<file path="config.mk">
export PLATFORM = sky130hd
export DESIGN_NAME = fsm_timer_ctrl
export DESIGN_NICKNAME = d
export VERILOG_FILES = /design/src/rtl/fsm_timer_ctrl.sv
export SDC_FILE = /design/constraint.sdc
export NUM_CORES = 1
export LEC_CHECK = 0
export CORE_ASPECT_RATIO = 1.5
export CORE_MARGIN = 1.5
export CORE_UTILIZATION = 45
export CTS_BUF_LIST = sky130_fd_sc_hd__clkbuf_4
export DETAILED_ROUTE_END_ITERATION = 10
export GPL_TIMING_DRIVEN = 0
export PLACE_DENSITY = 0.66
export SLEW_MARGIN = 40
export SYNTH_ARGS = -nofsm -noshare
export SYNTH_HDL_FRONTEND = slang
export SYNTH_SLANG_ARGS = --single-unit
</file>
<file path="constraint.sdc">
create_clock -name clk -period 4.05 [get_ports clk]
set_clock_uncertainty 0.15 [all_clocks]
set_input_delay 0.6075 -clock clk [delete_from_list [all_inputs] [get_ports clk]]
set_output_delay 0.6075 -clock clk [all_outputs]
set_load 0.02 [all_outputs]
</file>
<file path="src/rtl/fsm_timer_ctrl.sv">
// fsm_timer_ctrl: pattern-triggered timer controller.
// Finds 1101 on the serial data line (overlapping detection) and shifts in a
// 4-bit delay, MSB first. It then counts (delay+1)*BLOCK_CYCLES cycles and
// holds done until the user acknowledges.
module fsm_timer_ctrl #(
  parameter int BLOCK_CYCLES = 1000
) (
  input  logic       clk,
  input  logic       reset,
  input  logic       data,
  input  logic       ack,
  output logic       shift_ena,
  output logic       counting,
  output logic       done,
  output logic [3:0] count
);

  localparam int CW = (BLOCK_CYCLES > 1) ? $clog2(BLOCK_CYCLES) : 1;
  localparam logic [CW-1:0] LAST_CYC = CW'(BLOCK_CYCLES - 1);
  localparam logic [CW-1:0] CYC_ONE  = CW'(1);

  typedef enum logic [3:0] {
    S0,
    S1,
    S11,
    S110,
    SH0,
    SH1,
    SH2,
    SH3,
    CNT,
    WAIT_ACK
  } state_t;

  state_t        state;
  logic [CW-1:0] cyc_cnt;

  // Controller: state, delay register, cycle counter and registered Moore outputs
  always_ff @(posedge clk or posedge reset) begin
    if (reset) begin
      state     <= S0;
      shift_ena <= 1'b0;
      counting  <= 1'b0;
      done      <= 1'b0;
      count     <= 4'd0;
      cyc_cnt   <= '0;
    end else begin
      case (state)
        S0: begin
          state <= data ? S1 : S0;
        end
        S1: begin
          state <= data ? S11 : S0;
        end
        S11: begin
          state <= data ? S11 : S110;
        end
        S110: begin
          if (data) begin
            state     <= SH0;
            shift_ena <= 1'b1;
          end else begin
            state <= S0;
          end
        end
        SH0: begin
          count <= {count[2:0], data};
          state <= SH1;
        end
        SH1: begin
          count <= {count[2:0], data};
          state <= SH2;
        end
        SH2: begin
          count <= {count[2:0], data};
          state <= SH3;
        end
        SH3: begin
          count     <= {count[2:0], data};
          state     <= CNT;
          shift_ena <= 1'b0;
          counting  <= 1'b1;
          cyc_cnt   <= '0;
        end
        CNT: begin
          if (cyc_cnt == LAST_CYC) begin
            cyc_cnt <= '0;
            if (count != 4'd0) begin
              count <= count - 4'd1;
            end else begin
              state    <= WAIT_ACK;
              counting <= 1'b0;
              done     <= 1'b1;
            end
          end else begin
            cyc_cnt <= cyc_cnt + CYC_ONE;
          end
        end
        WAIT_ACK: begin
          if (ack) begin
            state <= S0;
            done  <= 1'b0;
          end
        end
        default: begin
          state     <= S0;
          shift_ena <= 1'b0;
          counting  <= 1'b0;
          done      <= 1'b0;
          cyc_cnt   <= '0;
        end
      endcase
    end
  end

endmodule

</file>
Yosys cells after proc, flatten, opt, wreduce, memory -nomap -nowiden
Index checks and enable logic that the tools add are counted.
- bitwise operators: 3
- add/sub/neg operators: 2
- reduce and logical (&&, ||, !) cells: 12
- eq/ne operators: 15
- multiplexer cells: 22
- operators by type and width (operator ; number):
    4-bit one-hot mux with 10 select lines ; 1
    8-bit OR reduction ; 3
    4-bit two-way mux ; 5
    10-bit one-hot mux with 2 select lines ; 1
    4-bit by 3-bit equality test with 1-bit output, second input constant ; 4
    10-bit by 1-bit adder with 10-bit output, second input constant ; 1
    10-bit equality test, second input constant ; 1
    10-bit two-way mux ; 1
    2-bit inequality test, second input constant ; 5
    3-bit AND reduction ; 3
    4-bit by 2-bit equality test with 1-bit output, second input constant ; 2
    4-bit equality test, second input constant ; 2
    1-bit two-way mux ; 8
    4-bit one-hot mux with 2 select lines ; 1
    1-bit one-hot mux with 3 select lines ; 2
    4-bit by 1-bit equality test with 1-bit output, second input constant ; 1
    4-bit zero test ; 1
    4-bit AND reduction ; 1
    4-bit nonzero test ; 1
    4-bit OR reduction ; 1
    4-bit by 1-bit subtractor with 4-bit output, second input constant ; 1
    3-bit two-way mux ; 1
    1-bit NOT ; 3
    2-bit two-way mux ; 1
    other kinds (3) ; 3
- logic and storage cells: 60
- flip-flop bits (word level): 21
- bits of input ports: 4

Logic depth before layout (Yosys ltp)
Gate-level depths: netlist of the first run.
- depth after elaboration: 4
- depth in mapped cells: 6
- depth with buffers taken out: 6

Worst setup path after synthesis of the first run
Ideal clock, no wire load.
- path kind: flip-flop to flip-flop
- start point: register count[0]
- end point: register count[1]
- path slack: 1.940 ns
- required time: 3.775 ns
- clock period less this slack: 2.110 ns
- path buffers: 0
- cell stages (with the launch flop): 7
- arrival: 1.835 ns
- path through: dfrtp_1 -> inv_1 -> ha_1 -> or3b_2 -> a21oi_1 -> a21oi_2 -> mux2_2
- longest elaborated chain between the ends: 4
- elaborated cells on any way between the ends: 7
- ends and longest elaborated chain (what ; line ; source):
    start: declaration ; 15 ; output logic [3:0] count
    start signal: assignment ; 67 ; count <= {count[2:0], data};
    start signal: assignment ; 71 ; count <= {count[2:0], data};
    start signal: assignment ; 75 ; count <= {count[2:0], data};
    4-bit by 1-bit subtractor with 4-bit output ; 89 ; count <= count - 4'd1;
    4-bit two-way mux ; 88 ; if (count != 4'd0) begin
    4-bit two-way mux ; 86 ; if (cyc_cnt == LAST_CYC) begin
    4-bit one-hot mux with 2 select lines ; 48 ; case (state)
Several ways; a longest one is shown, not always the timed one. The select of a mux whose other input is x is not followed.
A chain may end at the register's enable or synchronous reset.

Worst setup path in the final report of the first run
- start point: register state[0]
- end point: register count[1]
- longest elaborated chain between the ends: 4
- elaborated cells on any way between the ends: 11
- ends and longest elaborated chain (what ; line ; source):
    start: declaration ; 35 ; state_t state;
    start signal: assignment ; 50 ; state <= data ? S1 : S0;
    start signal: assignment ; 53 ; state <= data ? S11 : S0;
    start signal: assignment ; 56 ; state <= data ? S11 : S110;
    4-bit by 3-bit equality test with 1-bit output ; 48 ;
    4-bit OR reduction (no source line) ; -- ;
    2-bit nonzero test (no source line) ; -- ;
    3-bit AND reduction (no source line) ; -- ;
Several ways; a longest one is shown, not always the timed one.

==> results of run 1 <==
-- Yosys cell counts, types with 2 or more instances --
master	count
a21oi_1	12
a21oi_2	2
buf_2	3
clkbuf_1	2
dfrtp_1	21
ha_1	2
inv_1	5
mux2i_1	3
nand2_1	12
nand3_1	5
nand4_1	2
nor2_1	7
nor2b_1	2
nor3_1	2
nor3b_1	2
o21ai_0	11
o31ai_1	6
or3_1	3
or4_1	5
-- cell usage in the layout, fill, tap and decap left out, types with 2 or more instances in the layout --
master / n
clkdlybuf4s50_1: 10
or4_1: 5
clkbuf_4: 4
o31ai_1: 6
a21oi_1: 12
ha_1: 2
a21oi_2: 2
or3_1: 3
nor2b_1: 2
inv_1: 4
buf_2: 3
nor3b_1: 2
nor2_1: 7
nand2_1: 12
nand3_1: 5
dfrtp_1: 21
nor3_1: 2
nand4_1: 2
o21ai_0: 11
clkbuf_1: 2
mux2i_1: 3
-- layout make-up --
| type | count | area share (%) |
|---|---|---|
| Inverter | 5 | 1.31 |
| Tap cell | 37 | 3.23 |
| Timing Repair Buffer | 10 | 6.98 |
| Clock buffer | 4 | 2.09 |
| Multi-Input combinational cell | 100 | 47.6 |
| Sequential cell | 21 | 36.6 |
| Buffer | 6 | 2.09 |
-- how the worst min path moves through the flow --
stage               cells past startpoint       start         end  slack [ns]
finish                                  1        done        done        0.37
detailed placement                      1        done        done        0.35
global route                            1  cyc_cnt[1]  cyc_cnt[1]        0.40
global placement                        1        done        done        0.34
floorplan                               1  cyc_cnt[0]  cyc_cnt[0]        0.33
CTS                                     1        done        done        0.38
-- registers in the layout, summed over array words and instances, names as in the netlist --
name	flops
done	1
shift_ena	1
count	4
counting	1
cyc_cnt	10
state	4
-- cell families after synthesis --
kind of cell | count (synthesis) | share of synthesized area, %
mux | 4 | 3.28
fa+ha+maj | 2 | 1.99
buf+inv | 11 | 3.88
simple gates | 51 | 26.1
flops | 21 | 41.8
compound gates | 43 | 23.0
-- routing by layer --
layer  up-vias  global-route usage, %  wire, um
li1        532                      -         -
met1       532                   23.5      1110
met2        14                   35.9      1440
met3         4                   2.14        34
met4         0                   6.79        25
met5         -                      0         0
-- power by group --
group | total [mW] | switching, mW | internal (mW)
sequential | 0.214 | 0.00248 | 0.211
clock | 0.108 | 0.0628 | 0.0451
combinational | 0.0211 | 0.0118 | 0.00928
total | 0.343 | 0.0771 | 0.266
==> results.md, run 1 <==
* Initial DRT Pass Iterations at 4
* Initial core utilization at 47.0%
* Yosys Warn Count at 0
* NumNets Final at 153
* I/O pins at 11
* Register area at 526 um^2
* Pin count of the biggest net entering global routing at 22
* Clk sink count at 21
* Syn Inst Count at 132
* Synth cell types at 44
* Chip Height at 67.7 um
* Vias at 1082
* Crit-path max cell delay at 0.61 ns
* Detailed Route WL at 2.60 mm
* Mapped Avg Cell Area at 9.53 um^2
* Max-Cap Viols at 0
* CP Max Fanout at 10
* Seq/Total Area, Yosys at 41.8%
* Worst path slowest cell: nor4b_4
* Peak VDD IR at 0.000156 V
* Worst reg2reg startpoint: state[0]
* Post-place setup slack at 1.81 ns
* # diodes at 0
* Hold/Removal Path Class: reg2reg
* CP Class: reg2reg
* Share of layout cells above drive strength 1 at 13.7%
* GPL Wtd Cong at 0.776
* EDFF count, synth at 0
* Share of the synthesized area in the top cell type at 41.8%
* Setup violations, final at 0
* Worst Path Arrival at 2.31 ns
* Grt ovf at 0
* Die footprint at 3130 um^2
* Critical path depth at 5
* CTS clk-pin slew, worst paths at 0.12 ns
* CTS tree: built
* Worst slew pin tran at 0.628 ns
* # DRC at 0
* Final min period at 2.26 ns
* Worst flop-to-flop path endpoint: count[1]
* FF-to-FF setup slack at 1.79 ns
* Num rows at 23
* Post-route setup slack at 1.79 ns
* Layout Cells excl Fill at 183
* Top delay family on crit path: simple AND/OR/NAND/NOR gates
* CP Capture Type: register
* Worst r2r path cells at 5
* Fill count at 262
* DR WL/cell at 14.2 um
* CTS Buf Count at 3
* RSZ-0062 raised after global routing: false
* GRT Resource Usage Total at 19.9%
* Initial DRC Count at 19
* Pins Over Slew Limit at 0
* First-pass GRT wire length at 4.62 mm
* Antenna violations before repair at 0
* DRT antenna net count at 0
* Synth Net Count at 138
* Setup bufs post-CTS at 0
* Vias in the first global route at 1029
* Synthesized area at 1260 um^2
* Gates resized, CTS repair at 0
* FFs w/ async S/R, synth at 100%
* Clk_lat worst skew at 0.30 ns
* Placed cells at 179
* Area grow syn2layout at 14.0%
* Fin crit share at 55.9%
* Startpoint Class: register
* Largest cells by area after synthesis: dfrtp_1, a21oi_1, o21ai_0
* Status: completed
* Hold Slack at 0.372 ns
* Design area at 1430 um^2
* Via/cell ratio at 5.91
* Die W at 46.2 um
* Leakage at 0.541 nW
* Critical Path RT at 4.10 ns
* Synth Register Bits at 21
* Hold Vio Cnt, Final at 0
* Crit path to: count[1]
* Achievable Freq at 442 MHz
* H-tree level count at 1
* Core area at 2680 um^2
* Placed Area at 1400 um^2
* Crit path from: state[0]
* Core Util, Final at 53.6%
* Area of the multi-input gates at 683 um^2
* WP buf/inv at 1
* CTS root buf: clkbuf_4
* Final TNS setup at 0 ns
* Buffers on Ports at 10
* Cells along the critical path: buf_4, nor4b_4, a21oi_1, a21oi_2, mux2_2
* Clk buf depth at 2
* Area leader, netlist: dfrtp_1
* Pwr/cell area at 239 nW/um^2
* Synth Flop Type: dfrtp_1
* Total Power at 343 uW
* Rel. slew slack at 57.7%
* CTS Hold Bufs at 0
No activity file was read; power rests on OpenSTA's default activity.
==> inputs of run 2 (changes only) <==
==> constraint.sdc (replaced) <==
create_clock -name clk -period 2.3 [get_ports clk]
set_clock_uncertainty 0.15 [all_clocks]
set_input_delay 0.345 -clock clk [delete_from_list [all_inputs] [get_ports clk]]
set_output_delay 0.345 -clock clk [all_outputs]
set_load 0.02 [all_outputs]
==> run 2 against run 1 <==
Combinational power rose by 75%. Die area did not move. Non-clock buffer count up 2. Via count increased by 1.3%. Total power increased by 76%. Utilization up 0.84 points.
==> results.md, run 2 (synthesis gave the netlist of run 1 again) <==
* Most frequent cells in the layout: dfrtp_1, a21oi_1, nand2_1
* Antenna violations before repair at 0
* Grt ovf at 0
* Buffers on Ports at 10
* Die footprint at 3130 um^2
* Hold Vio Cnt, Final at 0
* Max-Cap Viols at 0
* CP Max Fanout at 6
* Initial core utilization at 47.0%
* First-pass GRT wire length at 4.62 mm
* CTS Hold Bufs at 0
* DR WL/cell at 14.3 um
* Worst slew pin tran at 0.456 ns
* # DRC at 0
* Pwr/cell area at 415 nW/um^2
* Startpoint Class: register
* Core area at 2680 um^2
* Setup violations, final at 0
* CP Class: reg2reg
* Vias at 1096
* Worst Path Arrival at 2.26 ns
* CTS tree: built
* Layout Cells excl Fill at 185
* Clk sink count at 21
* CTS Buf Count at 3
* Vias in the first global route at 1029
* Share of layout cells above drive strength 1 at 16.2%
* CTS root buf: clkbuf_4
* Placed cells at 179
* Hold/Removal Path Class: in2async
* H-tree level count at 1
* NumNets Final at 155
* DRT antenna net count at 0
* I/O pins at 11
* Pin count of the biggest net entering global routing at 22
* Initial DRC Count at 29
* CTS clk-pin slew, worst paths at 0.12 ns
* Final min period at 2.20 ns
* Pins Over Slew Limit at 0
* CP Capture Type: register
* Area grow syn2layout at 15.8%
* Achievable Freq at 455 MHz
* Clk_lat worst skew at 0.31 ns
* Peak VDD IR at 0.000287 V
* Rel. slew slack at 69.6%
* Chip Height at 67.7 um
* # diodes at 0
* Largest register FFs at 10
* Commonest non-fill, non-tap cell in the layout: dfrtp_1
* Clk buf depth at 2
* Die W at 46.2 um
* Total Power at 605 uW
* Fin crit share at 95.6%
* Via/cell ratio at 5.92
* Status: completed
* GRT Resource Usage Total at 19.9%
* Detailed Route WL at 2.64 mm
* Num rows at 23
* Leakage at 0.553 nW
* Initial DRT Pass Iterations at 4
* GPL Wtd Cong at 0.776
* Largest regs: cyc_cnt x10, count x4, state x4
* Critical Path RT at 2.36 ns
* Top reg by flops: cyc_cnt
* Fill count at 256
==> run 2: changes by cell type in the layout (fill, tap and decap cells not counted) <==
cell and change:
buf_4 +2, clkbuf_1 -1, clkbuf_2 +1, nor4_1 -1, nor4_2 +1
==> run 2: power breakdown <==
part | switching (mW) | internal, mW | leakage [nW] | total (mW)
Clock | 0.112 | 0.0795 | 0.0184 | 0.191
Sequential | 0.00442 | 0.372 | 0.251 | 0.377
Combinational | 0.0207 | 0.0163 | 0.283 | 0.0370
==> run 2: repair_timing <==
| action | in CTS | in global routing |
|---|---|---|
| setup endpoints to repair | 0 | 5 |
| gates resized for setup | 0 | 3 |
| setup buffers | 0 | 2 |
| endpoints found under the hold margin | 0 | 0 |
==> run 2: layout make-up <==
class,instances,area (um^2),share of cell area [%]
Inverter,5,18.8,1.29
Buffer,6,31.3,2.15
Multi-Input combinational cell,100,689,47.3
Clock buffer,4,30.0,2.06
Sequential cell,21,526,36.1
Tap cell,37,46.3,3.18
Timing Repair Buffer,12,115,7.90
==> run 2: critical path: stages, from the launching register on <==
cell and delay, ns:
dfrtp_1 0.45, inv_1 0.10, ha_1 0.21, or3b_2 0.50, a21oi_1 0.34, a21oi_2 0.07
mux2_2 0.28
==> run 2: metrics by stage <==
stage          instance area [um^2]  setup TNS [ns]  setup slack, ns  utilization, %  hold WS [ns]
6_report                       1460               0            0.102            54.4         0.200
5_1_grt                        1460         -0.0212          -0.0212            54.4         0.254
4_1_cts                        1430               0           0.0515            53.6         0.369
3_5_place_dp                   1400               0           0.0591            52.5         0.350
3_3_place_gp                   1400               0           0.0825            52.5         0.340
2_1_floorplan                  1260               0            0.190               -         0.172
==> run 2: worst paths after layout <==
path / startpoint / end / slack, ns / cells past startpoint
max: count[0] / count[1] / 0.10 / 6
min in group clk: shift_ena / shift_ena / 0.37 / 2
max in group asynchronous: reset / cyc_cnt[4] / 1.49 / 2
min: reset / cyc_cnt[6] / 0.20 / 2
max reg2reg: count[0] / count[1] / 0.10 / 6
min reg2reg: shift_ena / shift_ena / 0.37 / 2
==> run 2: per-layer routing <==
| layer | share of wire, % | vias to the layer above | track usage (%) |
|---|---|---|---|
| met5 | 0 | - | 0 |
| met4 | 1.4 | 0 | 6.79 |
| met3 | 2.0 | 5 | 2.14 |
| met2 | 55 | 20 | 35.9 |
| met1 | 41 | 536 | 23.5 |
| li1 | - | 535 | - |
